**src/rtl/sync_fifo_prog.sv**
```systemverilog
// sync_fifo_prog: single-clock FIFO with occupancy count, programmable flags,
// overflow/underflow pulses. Define SYNC_FIFO_FWFT_EN for fall-through reads.
module sync_fifo_prog #(
  parameter int WIDTH    = 16,
  parameter int PTR      = 3,
  parameter int AF_LEVEL = 6,
  parameter int AE_LEVEL = 2
) (
  input  logic             clk,
  input  logic             rst,
  input  logic             wr_en,
  input  logic [WIDTH-1:0] write_data,
  input  logic             rd_en,
  output logic [WIDTH-1:0] read_data,
  output logic             rd_valid,
  output logic             full,
  output logic             empty,
  output logic             almost_full,
  output logic             almost_empty,
  output logic [PTR:0]     count,
  output logic             overflow,
  output logic             underflow
);

  localparam int DEPTH = 1 << PTR;
  localparam logic [PTR:0] CNT_FULL = (PTR+1)'(DEPTH);
  localparam logic [PTR:0] CNT_AF   = (PTR+1)'(AF_LEVEL);
  localparam logic [PTR:0] CNT_AE   = (PTR+1)'(AE_LEVEL);
  localparam logic [PTR:0] CNT_ONE  = (PTR+1)'(1);
  localparam logic [PTR-1:0] PTR_ONE = PTR'(1);

  logic [WIDTH-1:0] mem [DEPTH];
  logic [PTR-1:0]   wr_ptr;
  logic [PTR-1:0]   rd_ptr;
  logic             wr_acc;
  logic             rd_acc;

  // Flags come from the registered count only
  assign full         = (count == CNT_FULL);
  assign empty        = (count == '0);
  assign almost_full  = (count >= CNT_AF);
  assign almost_empty = (count <= CNT_AE);

  assign wr_acc = wr_en && !full;
  assign rd_acc = rd_en && !empty;

  always_ff @(posedge clk) begin
    if (!rst && wr_acc) begin
      mem[wr_ptr] <= write_data;
    end
  end

  always_ff @(posedge clk) begin
    if (rst) begin
      wr_ptr    <= '0;
      rd_ptr    <= '0;
      count     <= '0;
      overflow  <= 1'b0;
      underflow <= 1'b0;
    end else begin
      if (wr_acc) wr_ptr <= wr_ptr + PTR_ONE;
      if (rd_acc) rd_ptr <= rd_ptr + PTR_ONE;
      unique case (1'b1)
        (wr_acc && !rd_acc): count <= count + CNT_ONE;
        (rd_acc && !wr_acc): count <= count - CNT_ONE;
        default:             count <= count;
      endcase
      overflow  <= wr_en && full;
      underflow <= rd_en && empty;
    end
  end

`ifdef SYNC_FIFO_FWFT_EN
  assign read_data = empty ? '0 : mem[rd_ptr];
  assign rd_valid  = !empty;
`else
  always_ff @(posedge clk) begin
    if (rst) begin
      read_data <= '0;
      rd_valid  <= 1'b0;
    end else begin
      rd_valid <= rd_acc;
      if (rd_acc) read_data <= mem[rd_ptr];
    end
  end
`endif

endmodule

```
**config.mk**
```make
export PLATFORM = sky130hd
export DESIGN_NAME = sync_fifo_prog
export DESIGN_NICKNAME = d
export VERILOG_FILES = /design/src/rtl/sync_fifo_prog.sv
export SDC_FILE = /design/constraint.sdc
export NUM_CORES = 1
export LEC_CHECK = 0
export ABC_AREA = 1
export CAP_MARGIN = 20
export CORE_MARGIN = 5
export CORE_UTILIZATION = 55
export CTS_CLUSTER_SIZE = 30
export DETAILED_ROUTE_END_ITERATION = 6
export PLACE_DENSITY_LB_ADDON = 0.05
export SLEW_MARGIN = 20
export SYNTH_ARGS = -nofsm -noshare
export SYNTH_HDL_FRONTEND = slang
export SYNTH_SLANG_ARGS = --single-unit
```
**constraint.sdc**
```tcl
create_clock -name clk -period 2.19 [get_ports clk]
set_input_delay 0.438 -clock clk [delete_from_list [all_inputs] [get_ports clk]]
set_output_delay 0.438 -clock clk [all_outputs]
set_load 0.01 [all_outputs]
```
==> flow_metrics.env, run 1 <==
export IMPL_status="finished, final reports clean"
export IMPL_clkTransAtPathRegs_ns=0.06
export IMPL_grt_pass1_vias=4487
export IMPL_syn_to_final_growth_pct=19.5
export IMPL_hold_viol=0
export IMPL_cts_buffer_depth=2
export IMPL_period_needed_ns=2.12
export IMPL_period_share_pct=97.0
export IMPL_grt_overflow=0
export IMPL_post_route_cells_drive_above_1_share_pct=8.61
export IMPL_cts_setup_buffers=0
export IMPL_cp_max_fo=5
export IMPL_rsz0062_at_grt="false"
export IMPL_portBuffers=46
export IMPL_crit_type="flip-flop to output pin"
export IMPL_nets=744
export IMPL_die_height_um=120
export IMPL_holdBufCountCts=0
export IMPL_place_area_um2=7360
export IMPL_cts_htree_levels=4
export IMPL_grt_start_max_net_pins=67
export IMPL_routed_wl_um=14400
export IMPL_grt_pass1_wl_um=23100
export IMPL_p_sw_share_pct=31.1
export IMPL_p_switching_mw=2.74
export IMPL_postRouteAntennaNets=0
export IMPL_cp_end_kind="output pin"
export IMPL_root_buffer="clkbuf_16"
export IMPL_die_width_um=120
export IMPL_die_area_um2=14400
export IMPL_fin_ws_ns=0.0660
export IMPL_routedWlPerCell_um=16.4
export IMPL_ys_types=22
export IMPL_ys_ff_latch=157
export IMPL_start_kind="flip-flop"
export IMPL_irDropWorstVdd_uv=797
export IMPL_final_util_pct=66.7
export IMPL_slew_headroom_pct=55.0
export IMPL_syn_area_per_cell_um2=10.0
export IMPL_yosysWarnings=0
export IMPL_final_common_cell="nand2_1"
export IMPL_clock_latency_ns=0.42
export IMPL_power_frac_seq_pct=41.0
export IMPL_vias=4594
export IMPL_nFillCells=902
export IMPL_post_dp_hpwl_um=8540
export IMPL_rows=40
export IMPL_cts_tree="yes"
export IMPL_cts_buffers=17
export IMPL_io_pins=47
export IMPL_fmax_mhz=471
export IMPL_cellPowerDensity_nw_per_um2=1110
export IMPL_finalClockSkew_ns=0.00700
export IMPL_tns_ns=0
export IMPL_netlist_area_um2=6650
export IMPL_antenna_found_initial=0
export IMPL_leakage_nw=3.33
export IMPL_drt_pass1_iter_count=5
export IMPL_maxCapViolCount=0
export IMPL_pwr_share_comb_pct=26.8
export IMPL_num_antenna_cells=0
export IMPL_start_util_pct=55.8
export IMPL_drt_iter0_drc=427
export IMPL_intPower_mw=6.06
export IMPL_gp_congestion=0.823
export IMPL_drc_errors=0
export IMPL_p_clk_share_pct=32.2
export IMPL_fin_area_um2=7940
export IMPL_core_area_um2=11900
export IMPL_place_ws_ns=-0.0448
export IMPL_cts_sink_count=157
export IMPL_viasPerCell=5.23
export IMPL_final_cell_mix="nand2_1 (191), edfxtp_1 (128), inv_1 (115)"
export IMPL_drv_slew=0
export IMPL_cp_required_ns=1.75
export IMPL_finalSetupViolCount=0
export IMPL_arrival_ns=1.69
export IMPL_postSynthCellCount=663
export IMPL_yosysSeqAreaShare_pct=66.5
export IMPL_synth_nets=688
export IMPL_grtUsageTotal_pct=21.2
export IMPL_hp_class="flip-flop to flip-flop"
export IMPL_worst_slew_pin_slew_ns=0.671
path summary, 6_finish.rpt:
| kind | from | end | slack (ns) | cells past startpoint |
|---|---|---|---|---|
| setup / recovery | count[0]$_SDFFE_PP0P_ | full | 0.07 | 4 |
| hold / removal | read_data[15]$_SDFFE_PP0P_ | read_data[15]$_SDFFE_PP0P_ | 0.46 | 2 |
| setup reg to reg | count[0]$_SDFFE_PP0P_ | count[1]$_SDFFE_PP0P_ | 0.30 | 11 |
| hold reg to reg | read_data[15]$_SDFFE_PP0P_ | read_data[15]$_SDFFE_PP0P_ | 0.46 | 2 |
power by group through the flow:
stage / clock, mW / combinational [mW] / sequential, mW
final: 2.83 / 2.36 / 3.61
after global routing: 3.01 / 2.62 / 3.63
after CTS: 2.88 / 2.35 / 3.59
after detailed placement: 0 / 2.34 / 3.65
after global placement: 0 / 2.30 / 3.64
after floorplan: 0 / 1.45 / 3.69
layer usage:
| metal | track usage [%] | vias up | part of all wire [%] |
|---|---|---|---|
| met5 | 0 | - | 0 |
| met4 | 6.37 | 0 | 1.4 |
| met3 | 6.17 | 18 | 7.0 |
| met2 | 34.6 | 150 | 48 |
| met1 | 27.5 | 2167 | 43 |
| li1 | - | 2259 | - |
area by class of cell:
class / count / area, um^2 / area share (%)
flip-flops and latches: 157 / 4430 / 55.8
multi-input cells: 358 / 1600 / 20.1
repair buffers: 66 / 711 / 8.95
clock buffers: 18 / 429 / 5.40
well taps: 147 / 184 / 2.32
inverters: 119 / 449 / 5.65
clock inverters: 14 / 140 / 1.76
synth_stat cells (all sizes together):
cell type	n	area share [%]
xnor2	2	0.26
buf	25	2.6
ha	5	0.94
nand3	101	7.6
clkinv	1	0.056
nor2	16	0.90
o21ai	12	0.90
nor3	1	0.075
inv	118	6.7
edfxtp	128	58
nand2	194	11
and3	1	0.094
clkbuf	4	0.23
dfxtp	29	8.7
a21oi	25	1.9
nor3b	1	0.11
logic make-up after synthesis:
| group | count (synthesis) | share of synthesized area [%] |
|---|---|---|
| XOR/XNOR | 2 | 0.263 |
| AO/OA/AOI/OAI | 37 | 2.78 |
| flip-flops | 157 | 66.5 |
| AND/OR/NAND/NOR | 314 | 19.9 |
| buffers and inverters | 148 | 9.56 |
| adder cells (fa/ha/maj) | 5 | 0.941 |
sequential cells by signal, summed over array words and instances (netlist names):
signal	flops
underflow	1
overflow	1
rd_ptr	3
rd_valid	1
read_data	16
mem	128
count	4
wr_ptr	3
stage by stage:
stage / power [mW] / hold WS (ns) / cells
final: 8.79 / 0.464 / 879
after global routing: 9.26 / 0.488 / 879
after CTS: 8.83 / 0.467 / 879
after detailed placement: 5.99 / 0.457 / 847
after global placement: 5.94 / 0.453 / 847
after floorplan: 5.14 / 0.476 / 663
worst max-delay path, stage by stage, from the launching register on:
cell	delay (ns)
dfxtp_2	0.35
nor2_2	0.17
nand3_2	0.12
inv_1	0.10
clkdlybuf4s50_1	0.54
repair_timing:
action	in CTS	in global routing
setup endpoints to repair	1	4
pin swaps	0	0
resized for setup	1	7
endpoints found under the hold margin	0	0
Note: power is estimated with default switching activity, not from simulation.
==> run 2: changes to the inputs <==
--- a/config.mk
+++ b/config.mk
@@ -9,9 +9,11 @@
 export CAP_MARGIN = 20
 export CORE_MARGIN = 5
 export CORE_UTILIZATION = 55
+export CTS_BUF_LIST = sky130_fd_sc_hd__clkbuf_8
 export CTS_CLUSTER_SIZE = 30
 export DETAILED_ROUTE_END_ITERATION = 6
 export PLACE_DENSITY_LB_ADDON = 0.05
+export RECOVER_POWER = 100
 export SLEW_MARGIN = 20
 export SYNTH_ARGS = -nofsm -noshare
 export SYNTH_HDL_FRONTEND = slang
==> run 2 against run 1 <==
  * Critical path depth did not move
  * Combinational power down 5%
  * Sequential share of layout area up 2.3 points
  * Clock-buffer cell count down 1
  * Power decreased by 10%
  * Critical endpoint is now almost_empty
  * Setup slack better by 0.068 ns
  * Register-to-register slack worse by 0.10 ns
  * Design area shrank 3.9%
  * Worst hold slack is essentially flat
  * Highest routed layer unchanged
  * Wire length fell by 1.6%
  * First-iteration DRC count grew 2.8%
==> flow_metrics.env, run 2 (synthesized netlist as in run 1, its figures left out) <==
export IMPL_finalClockSkew_ns=0.0116
export IMPL_die_area_um2=14400
export IMPL_root_buffer="clkbuf_8"
export IMPL_final_common_cell="nand2_1"
export IMPL_use_met3_pct=5.61
export IMPL_hp_class="flip-flop to flip-flop"
export IMPL_antenna_found_initial=0
export IMPL_cts_tree="yes"
export IMPL_crit_type="flip-flop to output pin"
export IMPL_start_util_pct=55.8
export IMPL_vias=4565
export IMPL_r2r_end="mem[2][11]$_DFFE_PP_"
export IMPL_use_met2_pct=33.4
export IMPL_path_cells="inv_1, o21ai_1, inv_1, clkdlybuf4s50_1"
export IMPL_final_util_pct=64.1
export IMPL_reg_top3="mem: 128 flops, read_data: 16 flops, count: 4 flops"
export IMPL_rrSetupSlack_ns=0.20
export IMPL_cp_end_kind="output pin"
export IMPL_tns_ns=0
export IMPL_syn_to_final_growth_pct=14.8
export IMPL_power_frac_seq_pct=45.5
export IMPL_gp_congestion=0.823
export IMPL_num_antenna_cells=0
export IMPL_dpl_cell_count=847
export IMPL_slowest_delay_ns=0.47
export IMPL_routed_wl_um=14200
export IMPL_intPower_mw=5.28
export IMPL_reg2reg_from="count[2]$_SDFFE_PP0P_"
export IMPL_die_height_um=120
export IMPL_routedWlPerCell_um=16.2
export IMPL_cp_required_ns=1.75
export IMPL_grt_pass1_wl_um=22800
export IMPL_cts_htree_levels=4
export IMPL_stdcell_count=879
export IMPL_clock_latency_ns=0.45
export IMPL_maxCapViolCount=0
export IMPL_viasPerCell=5.19
export IMPL_timing_hold_ws_ns=0.464
export IMPL_worstHoldEndpoint="read_data[15]$_SDFFE_PP0P_"
export IMPL_fmax_mhz=486
export IMPL_slowest_stage="clkdlybuf4s50_1"
export IMPL_cellPowerDensity_nw_per_um2=1040
export IMPL_post_route_cells_drive_above_1_share_pct=7.38
export IMPL_finalSetupViolCount=0
export IMPL_io_pins=47
export IMPL_worst_slew_pin_slew_ns=0.686
export IMPL_final_cell_mix="nand2_1 (193), edfxtp_1 (128), inv_1 (117)"
export IMPL_arrival_ns=1.62
export IMPL_p_sw_share_pct=33.2
export IMPL_cts_buffers=17
export IMPL_largest_reg_flops=128
export IMPL_start_kind="flip-flop"
export IMPL_rows=40
export IMPL_min_delay_path_depth=2
export IMPL_worstHoldStart="read_data[15]$_SDFFE_PP0P_"
export IMPL_leakage_nw=3.27
export IMPL_drt_iter0_drc=439
export IMPL_rsz0062_at_grt="false"
export IMPL_grtUsageTotal_pct=20.9
export IMPL_p_total_mw=7.90
export IMPL_cp_max_fo=6
export IMPL_p_switching_mw=2.62
export IMPL_post_dp_hpwl_um=8540
export IMPL_clkTransAtPathRegs_ns=0.09
export IMPL_postRouteAntennaNets=0
export IMPL_hold_viol=0
export IMPL_cts_sink_count=157
export IMPL_die_width_um=120
export IMPL_grt_busiest_layer="met2"
export IMPL_pwr_share_comb_pct=28.3
export IMPL_regMostFlops="mem"
export IMPL_core_area_um2=11900
export IMPL_worstRegToRegCells=7
export IMPL_nets=744
export IMPL_irDropWorstVdd_uv=556
export IMPL_status="finished, final reports clean"
export IMPL_crit_top_cell="inv_1"
export IMPL_portBuffers=46
export IMPL_drt_pass1_iter_count=5
export IMPL_slew_headroom_pct=54.0
export IMPL_drv_slew=0
export IMPL_grt_start_max_net_pins=67
export IMPL_grt_pass1_vias=4362
export IMPL_period_needed_ns=2.06
export IMPL_period_share_pct=93.9
export IMPL_grt_util_met1_pct=27.7
export IMPL_drc_errors=0
export IMPL_p_clk_share_pct=26.2
export IMPL_grt_overflow=0
export IMPL_cts_buffer_depth=2
## run 2: changes by cell type in the layout (fill, tap and decap cells not counted), sizes merged
| cell | before | now |
|---|---|---|
| buf | 20 | 9 |
| clkbuf | 18 | 29 |
| clkdlybuf4s25 | 0 | 1 |
| clkdlybuf4s50 | 46 | 4 |
| dlygate4sd2 | 0 | 1 |
| dlygate4sd3 | 0 | 39 |
| inv | 122 | 123 |
## run 2: per-stage QoR
stage,cell area [um^2],setup WS [ns]
2_1_floorplan,6650,0.150
5_1_grt,7630,0.0180
3_3_place_gp,7360,0.0255
4_1_cts,7740,0.000741
6_report,7630,0.134
3_5_place_dp,7360,-0.0448
## run 2: timing repair
item                                   4_1_cts  5_1_grt
cloned                                       0        0
endpoints found under the hold margin        0        0
setup endpoints to repair                    3        3
gates resized for setup                      3        7
hold buffers                                 0        0
setup buffers                                0        0
## run 2: how the worst max path moves through the flow
stage | start | to | cells past startpoint
after floorplan | count[1]$_SDFFE_PP0P_ | mem[4][0]$_DFFE_PP_ | 6
after global placement | rd_en | count[2]$_SDFFE_PP0P_ | 12
after detailed placement | rd_en | count[2]$_SDFFE_PP0P_ | 12
after CTS | count[2]$_SDFFE_PP0P_ | almost_full | 3
after global routing | count[2]$_SDFFE_PP0P_ | mem[2][6]$_DFFE_PP_ | 7
final | count[1]$_SDFFE_PP0P_ | almost_empty | 4
## run 2: power groups by stage
| stage | Combinational [mW] | Clock (mW) | Sequential, mW |
|---|---|---|---|
| after floorplan | 1.45 | 0 | 3.69 |
| after CTS | 2.35 | 2.10 | 3.59 |
| final | 2.24 | 2.07 | 3.59 |
| after detailed placement | 2.34 | 0 | 3.65 |
| after global placement | 2.30 | 0 | 3.64 |
| after global routing | 2.50 | 2.24 | 3.62 |
## run 2: layout make-up
type / instances / area (um^2)
sequential: 157 / 4430
fill: 952 / 4280
multi-input combinational: 358 / 1590
timing repair buffer: 66 / 606
inverter: 119 / 449
clock buffer: 17 / 234
tap: 147 / 184
clock inverter: 15 / 144
## run 2: critical path: cells and delay by family (launching register included)
kind / cells / cell delay, ns
buf+inv: 3 / 0.63
compound gates: 1 / 0.14
flops: 1 / 0.40
## run 2: layer usage
metal	wire (um)	vias up
li1	-	2252
met1	6470	2151
met2	6680	141
met3	834	21
met4	232	0
met5	0	-
